==> src/rtl/mem_bus_pkg.sv <==
`default_nettype none
// ============================================================================
// Module : mem_bus_pkg
// Brief  : Shared CPU/memory bus encodings (state, R/W, reset values).
// Rev    : 1.0
// ============================================================================
package mem_bus_pkg;

    localparam int c_IDX_IDLE  = 0;
    localparam int c_IDX_ISSUE = 1;
    localparam int c_IDX_WAIT  = 2;
    localparam int c_IDX_ERROR = 3;
    localparam int c_STATE_W   = 4;

    typedef enum logic [c_STATE_W-1:0] {
        ST_IDLE  = 4'(1 << c_IDX_IDLE),
        ST_ISSUE = 4'(1 << c_IDX_ISSUE),
        ST_WAIT  = 4'(1 << c_IDX_WAIT),
        ST_ERROR = 4'(1 << c_IDX_ERROR)
    } bus_state_t;

    localparam logic c_RW_READ  = 1'b1;
    localparam logic c_RW_WRITE = 1'b0;

    localparam int          c_ADDR_W   = 16;
    localparam int          c_DATA_W   = 8;
    localparam logic [15:0] c_ADDR_RST = 16'h0000;
    localparam logic [7:0]  c_DATA_RST = 8'h00;

    function automatic int cnt_width(input int limit);
        return (limit > 1) ? $clog2(limit) : 1;
    endfunction

endpackage
`default_nettype wire

==> src/rtl/timeout_cnt.sv <==
`default_nettype none
// ============================================================================
// Module : timeout_cnt
// Brief  : Saturating up-counter with clear, enable and terminal-count flag.
// Rev    : 1.0
// ============================================================================
module timeout_cnt #(
    parameter int LIMIT = 1024,
    parameter int WIDTH = (LIMIT > 1) ? $clog2(LIMIT) : 1
) (
    input  logic             clk,
    input  logic             reset,
    input  logic             clr,
    input  logic             en,
    output logic [WIDTH-1:0] count,
    output logic             tc
);

    localparam logic [WIDTH-1:0] c_TERMINAL = WIDTH'(LIMIT - 1);

    logic [WIDTH-1:0] r_count;

    always_ff @(posedge clk) begin
        if (!reset) begin
            r_count <= '0;
        end else if (clr) begin
            r_count <= '0;
        end else if (en && (r_count != c_TERMINAL)) begin
            r_count <= r_count + WIDTH'(1);
        end
    end

    assign count = r_count;
    assign tc    = (r_count == c_TERMINAL);

endmodule
`default_nettype wire

==> src/rtl/cpu_mem_bridge.sv <==
`default_nettype none
// ============================================================================
// Module : cpu_mem_bridge
// Brief  : Single-outstanding bridge from 6502 bus to memory controller port.
// Rev    : 1.0
// ============================================================================
module cpu_mem_bridge
    import mem_bus_pkg::*;
#(
    parameter int TIMEOUT = 1024
) (
    input  logic        clk,
    input  logic        reset,
    input  logic        cpu_req,
    input  logic        cpu_rw,
    input  logic [15:0] cpu_addr,
    input  logic [7:0]  cpu_dout,
    output logic        cpu_rdy,
    output logic [7:0]  cpu_din,
    output logic [15:0] mem_addr,
    output logic [7:0]  mem_wdata,
    output logic        mem_read_en,
    output logic        mem_write_en,
    input  logic        mem_busy,
    input  logic [7:0]  mem_rdata,
    output logic        mem_err
);

    localparam int c_CNT_W = cnt_width(TIMEOUT);

    bus_state_t          r_state;
    logic                r_rw;
    logic [15:0]         r_addr;
    logic [7:0]          r_wdata;
    logic [7:0]          r_din;

    logic                w_issue_go;
    logic                w_in_wait;
    logic                w_first_wait;
    logic                w_tc;
    logic [c_CNT_W-1:0]  w_count;

    // Strobe depends on this cycle's busy, so it cannot be registered.
    // Gating with reset keeps an abandoned access from strobing.
    assign w_issue_go   = (r_state == ST_ISSUE) && !mem_busy && reset;
    assign w_in_wait    = (r_state == ST_WAIT);
    // Counter is cleared on the strobe and saturates at TIMEOUT-1 >= 1,
    // so zero only occurs in the first WAIT cycle.
    assign w_first_wait = (w_count == '0);

    timeout_cnt #(
        .LIMIT (TIMEOUT),
        .WIDTH (c_CNT_W)
    ) u_timeout_cnt (
        .clk   (clk),
        .reset (reset),
        .clr   (w_issue_go),
        .en    (w_in_wait),
        .count (w_count),
        .tc    (w_tc)
    );

    always_ff @(posedge clk) begin
        if (!reset) begin
            r_state <= ST_IDLE;
            r_rw    <= c_RW_READ;
            r_addr  <= c_ADDR_RST;
            r_wdata <= c_DATA_RST;
            r_din   <= c_DATA_RST;
        end else begin
            case (r_state)
                ST_IDLE: begin
                    if (cpu_req) begin
                        r_rw    <= cpu_rw;
                        r_addr  <= cpu_addr;
                        r_wdata <= cpu_dout;
                        r_state <= ST_ISSUE;
                    end
                end
                ST_ISSUE: begin
                    if (!mem_busy) begin
                        r_state <= ST_WAIT;
                    end
                end
                ST_WAIT: begin
                    // Completion has priority over the timeout at the limit.
                    if (!w_first_wait && !mem_busy) begin
                        if (r_rw == c_RW_READ) begin
                            r_din <= mem_rdata;
                        end
                        r_state <= ST_IDLE;
                    end else if (!w_first_wait && w_tc) begin
                        r_state <= ST_ERROR;
                    end
                end
                ST_ERROR: begin
                    r_state <= ST_ERROR;
                end
                default: begin
                    r_state <= ST_ERROR;
                end
            endcase
        end
    end

    assign cpu_rdy      = r_state[c_IDX_IDLE];
    assign mem_err      = r_state[c_IDX_ERROR];
    assign cpu_din      = r_din;
    assign mem_addr     = r_addr;
    assign mem_wdata    = r_wdata;
    assign mem_read_en  = w_issue_go && (r_rw == c_RW_READ);
    assign mem_write_en = w_issue_go && (r_rw == c_RW_WRITE);

endmodule
`default_nettype wire

==> config.mk <==
export PLATFORM = sky130hd
export DESIGN_NAME = cpu_mem_bridge
export DESIGN_NICKNAME = d
export VERILOG_FILES = /design/src/rtl/mem_bus_pkg.sv /design/src/rtl/timeout_cnt.sv /design/src/rtl/cpu_mem_bridge.sv
export SDC_FILE = /design/constraint.sdc
export NUM_CORES = 1
export LEC_CHECK = 0
export BUFFER_PORTS_ARGS = -buffer_cell sky130_fd_sc_hd__buf_2
export CORE_ASPECT_RATIO = 0.7
export CORE_MARGIN = 2
export CORE_UTILIZATION = 25
export CTS_CLUSTER_DIAMETER = 120
export DETAILED_ROUTE_END_ITERATION = 16
export HOLD_SLACK_MARGIN = 0.1
export PLACE_DENSITY_LB_ADDON = 0.3
export SYNTH_ARGS = -nofsm -noshare
export SYNTH_HDL_FRONTEND = slang
export SYNTH_SLANG_ARGS = --single-unit
==> constraint.sdc <==
create_clock -name clk -period 2.3 [get_ports clk]
set_input_delay 0.46 -clock clk [delete_from_list [all_inputs] [get_ports clk]]
set_output_delay 0.46 -clock clk [all_outputs]
set_load 0.02 [all_outputs]
**After elaboration in Yosys (flattened, before gate mapping)**

Index checks and enable logic that the tools add are counted.

- Reduce and logical (&&, ||, !) cells: 14
- Multiplexer cells: 5
- $add $sub $neg: 1
- Equal/unequal tests: 8
- Bitwise operators: 2

Operators with widths:

| operator | number |
|---|---|
| $mux W4 | 4 |
| $pmux W4 S3 | 1 |
| $add A10 B1 Y10 const B | 1 |
| $eq A10 B10 Y1 const B | 1 |
| $logic_not A10 Y1 | 1 |
| $ne A10 B10 Y1 const B | 1 |
| $logic_and A1 B1 Y1 | 7 |
| $reduce_and A3 Y1 | 2 |
| $eq A4 B1 Y1 const B | 1 |
| $eq A4 B2 Y1 const B | 1 |
| $eq A4 B3 Y1 const B | 1 |
| $ne A2 B2 Y1 const B | 2 |
| $ne A3 B3 Y1 const B | 1 |
| $logic_not A1 Y1 | 2 |
| $not A1 Y1 | 2 |
| $reduce_and A2 Y1 | 1 |
| $reduce_or A2 Y1 | 1 |

- Bits in registers: 47
- Input bits: 37
- Logic and storage cells: 36
- Output and inout bits: 36

**Depth between registers and ports, before layout**

- Word-level depth: 6
- Gate-level depth with buffers: 6
- Mapped depth without buffers: 5

**Hierarchy**

From an unflattened synthesis, not the netlist that was laid out.

- Cell total of the unflattened synthesis: 252
- Area total of the unflattened synthesis: 2225.9 µm²

By module, submodules not included:

| module | seq. area each (µm²) | area each (µm²) | cells each | instances |
|---|---|---|---|---|
| cpu_mem_bridge | 740.7 | 1541.5 | 181 | 1 |
| timeout_cnt | 200.2 | 684.4 | 71 | 1 |

**Worst setup path after synthesis**

Ideal clock, no wire load.

- Kind: reg-to-reg
- Start: register r_state[3]
- End: register u_timeout_cnt.r_count[5], in the netlist u_timeout_cnt.count[5]
- Stages on the path, launching flop included: 6
- Library setup time: 73 ps
- Path buffers: 1
- Period minus slack after synthesis: 1973 ps
- Required time: 2227 ps
- Path slack: 327 ps
- Arrival: 1901 ps
- Path through: dfxtp_1 or4b_1 buf_2 a41o_4 or4_1 a21oi_1

- Longest elaborated chain between the ends: 4
- Elaborated cells between the ends (all ways): 6
- Those cells by class: eq/ne: 2; reduce/logical: 4

Ends and longest elaborated chain:

| element | line | RTL |
|---|---|---|
| from (decl) | cpu_mem_bridge.sv:31 | `bus_state_t r_state;` |
| from (signal assigned) | cpu_mem_bridge.sv:65 | `r_state <= ST_IDLE;` |
| from (signal assigned) | cpu_mem_bridge.sv:77 | `r_state <= ST_ISSUE;` |
| from (signal assigned) | cpu_mem_bridge.sv:82 | `r_state <= ST_WAIT;` |
| $eq A4 B2 Y1 | cpu_mem_bridge.sv:45 | `assign w_issue_go = (r_state == ST_ISSUE) && !mem_busy && reset;` |
| $logic_and A1 B1 Y1 (2 in a row) | cpu_mem_bridge.sv:45 |  |
| $reduce_or A2 Y1 (no source line) | - |  |
| to (signal assigned) | timeout_cnt.sv:29 | `r_count <= r_count + WIDTH'(1);` |
| to (decl) | timeout_cnt.sv:21 | `logic [WIDTH-1:0] r_count;` |

Parallel ways exist; a longest one is shown, timed or not.
A chain may end at the register's enable or synchronous reset.

**Worst setup path in the final report**

- Start: register r_state[3]
- End: register u_timeout_cnt.r_count[9], in the netlist u_timeout_cnt.count[9]

Same word-level chain as after synthesis.

==> results by group <==
Outcome
  – Status: complete, no violations

Timing
  – Clock Skew: 5.59 ps
  – Worst-Margin Slew: 500 ps
  – Crit path time final: 2090 ps
  – Max Slew Vio Count: 0
  – RSZ-0062 raised after global routing: no
  – Sum of negative setup slack: 0 ps
  – F_max: 478 MHz
  – Finish-stage setup viols: 0
  – Period utilization: 91.0%
  – Rel. slew slack: 66.6%
  – Final setup margin: 208 ps
  – Final hold vios: 0

Logic synthesis
  – Fraction of registers with async set/reset: 0%
  – Post-synth top area share: 49.4%
  – Syn_nets: 267
  – Seq/Total Area, Yosys: 49.4%
  – Most used DFF post-synth: dfxtp_1
  – Gate Count Post-Synth: 228
  – Synth Cell Area: 1900 sq um
  – Synth Warn #: 0
  – Number of flops mapped to enable cells by yosys: 0
  – Synthesized flop and latch total: 47
  – Synth unique cells: 35
  – Mean Syn Cell Area: 8.35 sq um
  – Synth area leaders: dfxtp_1 (49%), nand2_1 (14%), a21oi_1 (8.4%), mux2i_1 (4.2%), clkbuf_1 (1.8%)
  – Largest area contributor in the netlist: dfxtp_1

Min path
  – Hold Path Class: input port to flop

GRT
  – Total track usage: 12.3%
  – First-pass GRT wire length: 8070 um
  – Antenna violations before repair: 0
  – Pin count of the biggest net entering global routing: 25
  – Global route total overflow: 0
  – Vias in the first global route: 1,594

Power and ir drop
  – Leakage Power: 1.02 nW
  – PwrDens: 624 nW/um^2
  – Worst vdd ir: 0.000224 V

Layout
  – Layout cells sized above 1: 28.9%
  – Fillers: 820
  – Inserted Diodes: 0
  – Non-Filler Instances: 402
  – Area Growth Syn to Fin: 30.2%
  – Final core occ: 33.7%
  – Final nets: 342

CTS
  – H-Tree Depth: 2
  – Clk slew on worst S/H paths: 90 ps
  – CTS tree: built
  – CTS Root Cell: clkbuf_8
  – Post-CTS Setup Bufs: 0
  – Worst-Skew Late Latency: 290 ps
  – Hold-fix buffers, CTS: 0
  – Clock Sinks: 47
  – CTS Buf Count: 5
  – Max Buffers Root-to-Sink: 2
  – PostCTS Resize Cnt: 0

Critical path
  – Critical path endpoint category: flop
  – R2r setup slk: 210 ps
  – Startpoint types: flop
  – Crit Path Class: flop to flop
  – Crit-path max FO: 8
  – Critical Path AT: 2310 ps
  – CP required: 2520 ps

Floorplanning
  – Initial Utilization: 25.9%
  – Vert. Die Dim: 77.0 um
  – FP Rows: 26
  – Top Ports: 73
  – Die Width: 108 um
  – Core Region: 7350 sq um
  – Die area: 8340 sq um

Place
  – # port buffers: 72
  – Placed cell count: 394
  – Placement Setup Slack: 261 ps
  – GP Congestion: 0.805
  – Post-DP HPWL: 3490 um

Flow run
  – Max-Cap Viols: 0

Detailed routing
  – Final WL: 4860 um
  – Vias: 1,762
  – Number of remaining DRC errors: 0
  – WL per Instance: 12.1 um
  – Detailed Route Iter0 Violations: 82
  – Final ANT Viol Nets: 0
  – 1st-pass router iterations: 4
  – Vias per cell: 4.38
[worst max-delay path: stages, from the launching register on]
cell and delay (ps):
dfxtp_1 340, or4b_1 680, a41o_4 330, or4_1 490, a21oi_1 180
[through the flow]
step	total power, mW	instance area, sq um	hold slack (ps)
global route	1.65	2480	373
floorplan	0.992	1900	432
finish	1.55	2480	391
CTS	1.59	2480	374
detailed placement	1.08	2390	443
global placement	1.08	2390	439
[cells by family (layout without fill, tap and decap cells)]
group | count (synthesis) | after routing | share of synthesized area [%]
DFF | 47 | 47 | 49.4
muxes | 8 | 8 | 4.21
AOI/OAI and AO/OA | 46 | 46 | 14.3
xor gates and xnor gates | 3 | 3 | 1.38
buffers and inverters | 15 | 91 | 3.02
and+or+nand+nor | 107 | 107 | 26.3
adders and majority gates | 2 | 2 | 1.31
[area by class of cell]
type | count | area (sq um) | area share [%]
clock buffer | 6 | 72.6 | 2.93
clock inverter | 2 | 12.5 | 0.505
inverter | 5 | 18.8 | 0.758
multi-input combinational | 166 | 905 | 36.5
sequential | 47 | 941 | 38.0
tap | 98 | 123 | 4.95
timing repair buffer | 78 | 405 | 16.4
[power breakdown]
group | leakage [nW] | internal (mW) | switching [mW] | total (mW)
Combinational | 0.600 | 0.0724 | 0.124 | 0.196
Sequential | 0.382 | 0.844 | 0.0160 | 0.860
Clock | 0.0412 | 0.213 | 0.277 | 0.490
Total | 1.02 | 1.13 | 0.417 | 1.55
[synthesized netlist by cell type (all sizes together), types with 2 or more instances]
master  count
and4        2
nand3       3
dfxtp      47
a21oi      32
o31ai       3
ha          2
a41oi       2
clkbuf      9
and3        2
nor2        6
or3         2
mux2i       8
or4         3
o211ai      2
xnor2       2
nand4       2
nor4        3
o21ai       4
inv         4
nor2b       2
nor3        5
nand2      72
[per-layer routing]
layer | vias up | wire length (um) | GRT usage, %
met5 | - | 0 | 0
met3 | 5 | 251 | 3.32
met4 | 0 | 58 | 4.62
met1 | 784 | 2460 | 17.4
met2 | 41 | 2090 | 17.8
li1 | 932 | - | -
[cells in the final DEF (no fill, tap or decap), types with 2 or more instances in the layout]
master and n:
and4_1 2, nor4_1 2, o21ai_0 4, o31ai_1 3, buf_4 6, dfxtp_1 47
and3_1 2, or4_1 3, nor2_1 6, inv_1 4, a21oi_1 32, a41oi_1 2
mux2i_1 8, xnor2_1 2, o211ai_1 2, nor3_1 5, clkbuf_8 5, nand2_1 72
ha_1 2, nand3_1 3, buf_2 72, nand4_1 2, nor2b_1 2
[registers in the layout (all words and copies together), names as in the netlist]
name / cells
cpu_din: 8
mem_addr: 16
mem_wdata: 8
r_rw: 1
r_state: 4
u_timeout_cnt.count: 10
[path summary, 6_finish.rpt]
path,from,end,cells after the start
hold / removal,cpu_addr[11],mem_addr[11],3
setup reg to reg,r_state[3],u_timeout_cnt.count[9],4
hold reg to reg,mem_wdata[1],mem_wdata[1],2
setup / recovery,r_state[3],u_timeout_cnt.count[9],4
Note: power is estimated with default switching activity, not from simulation.
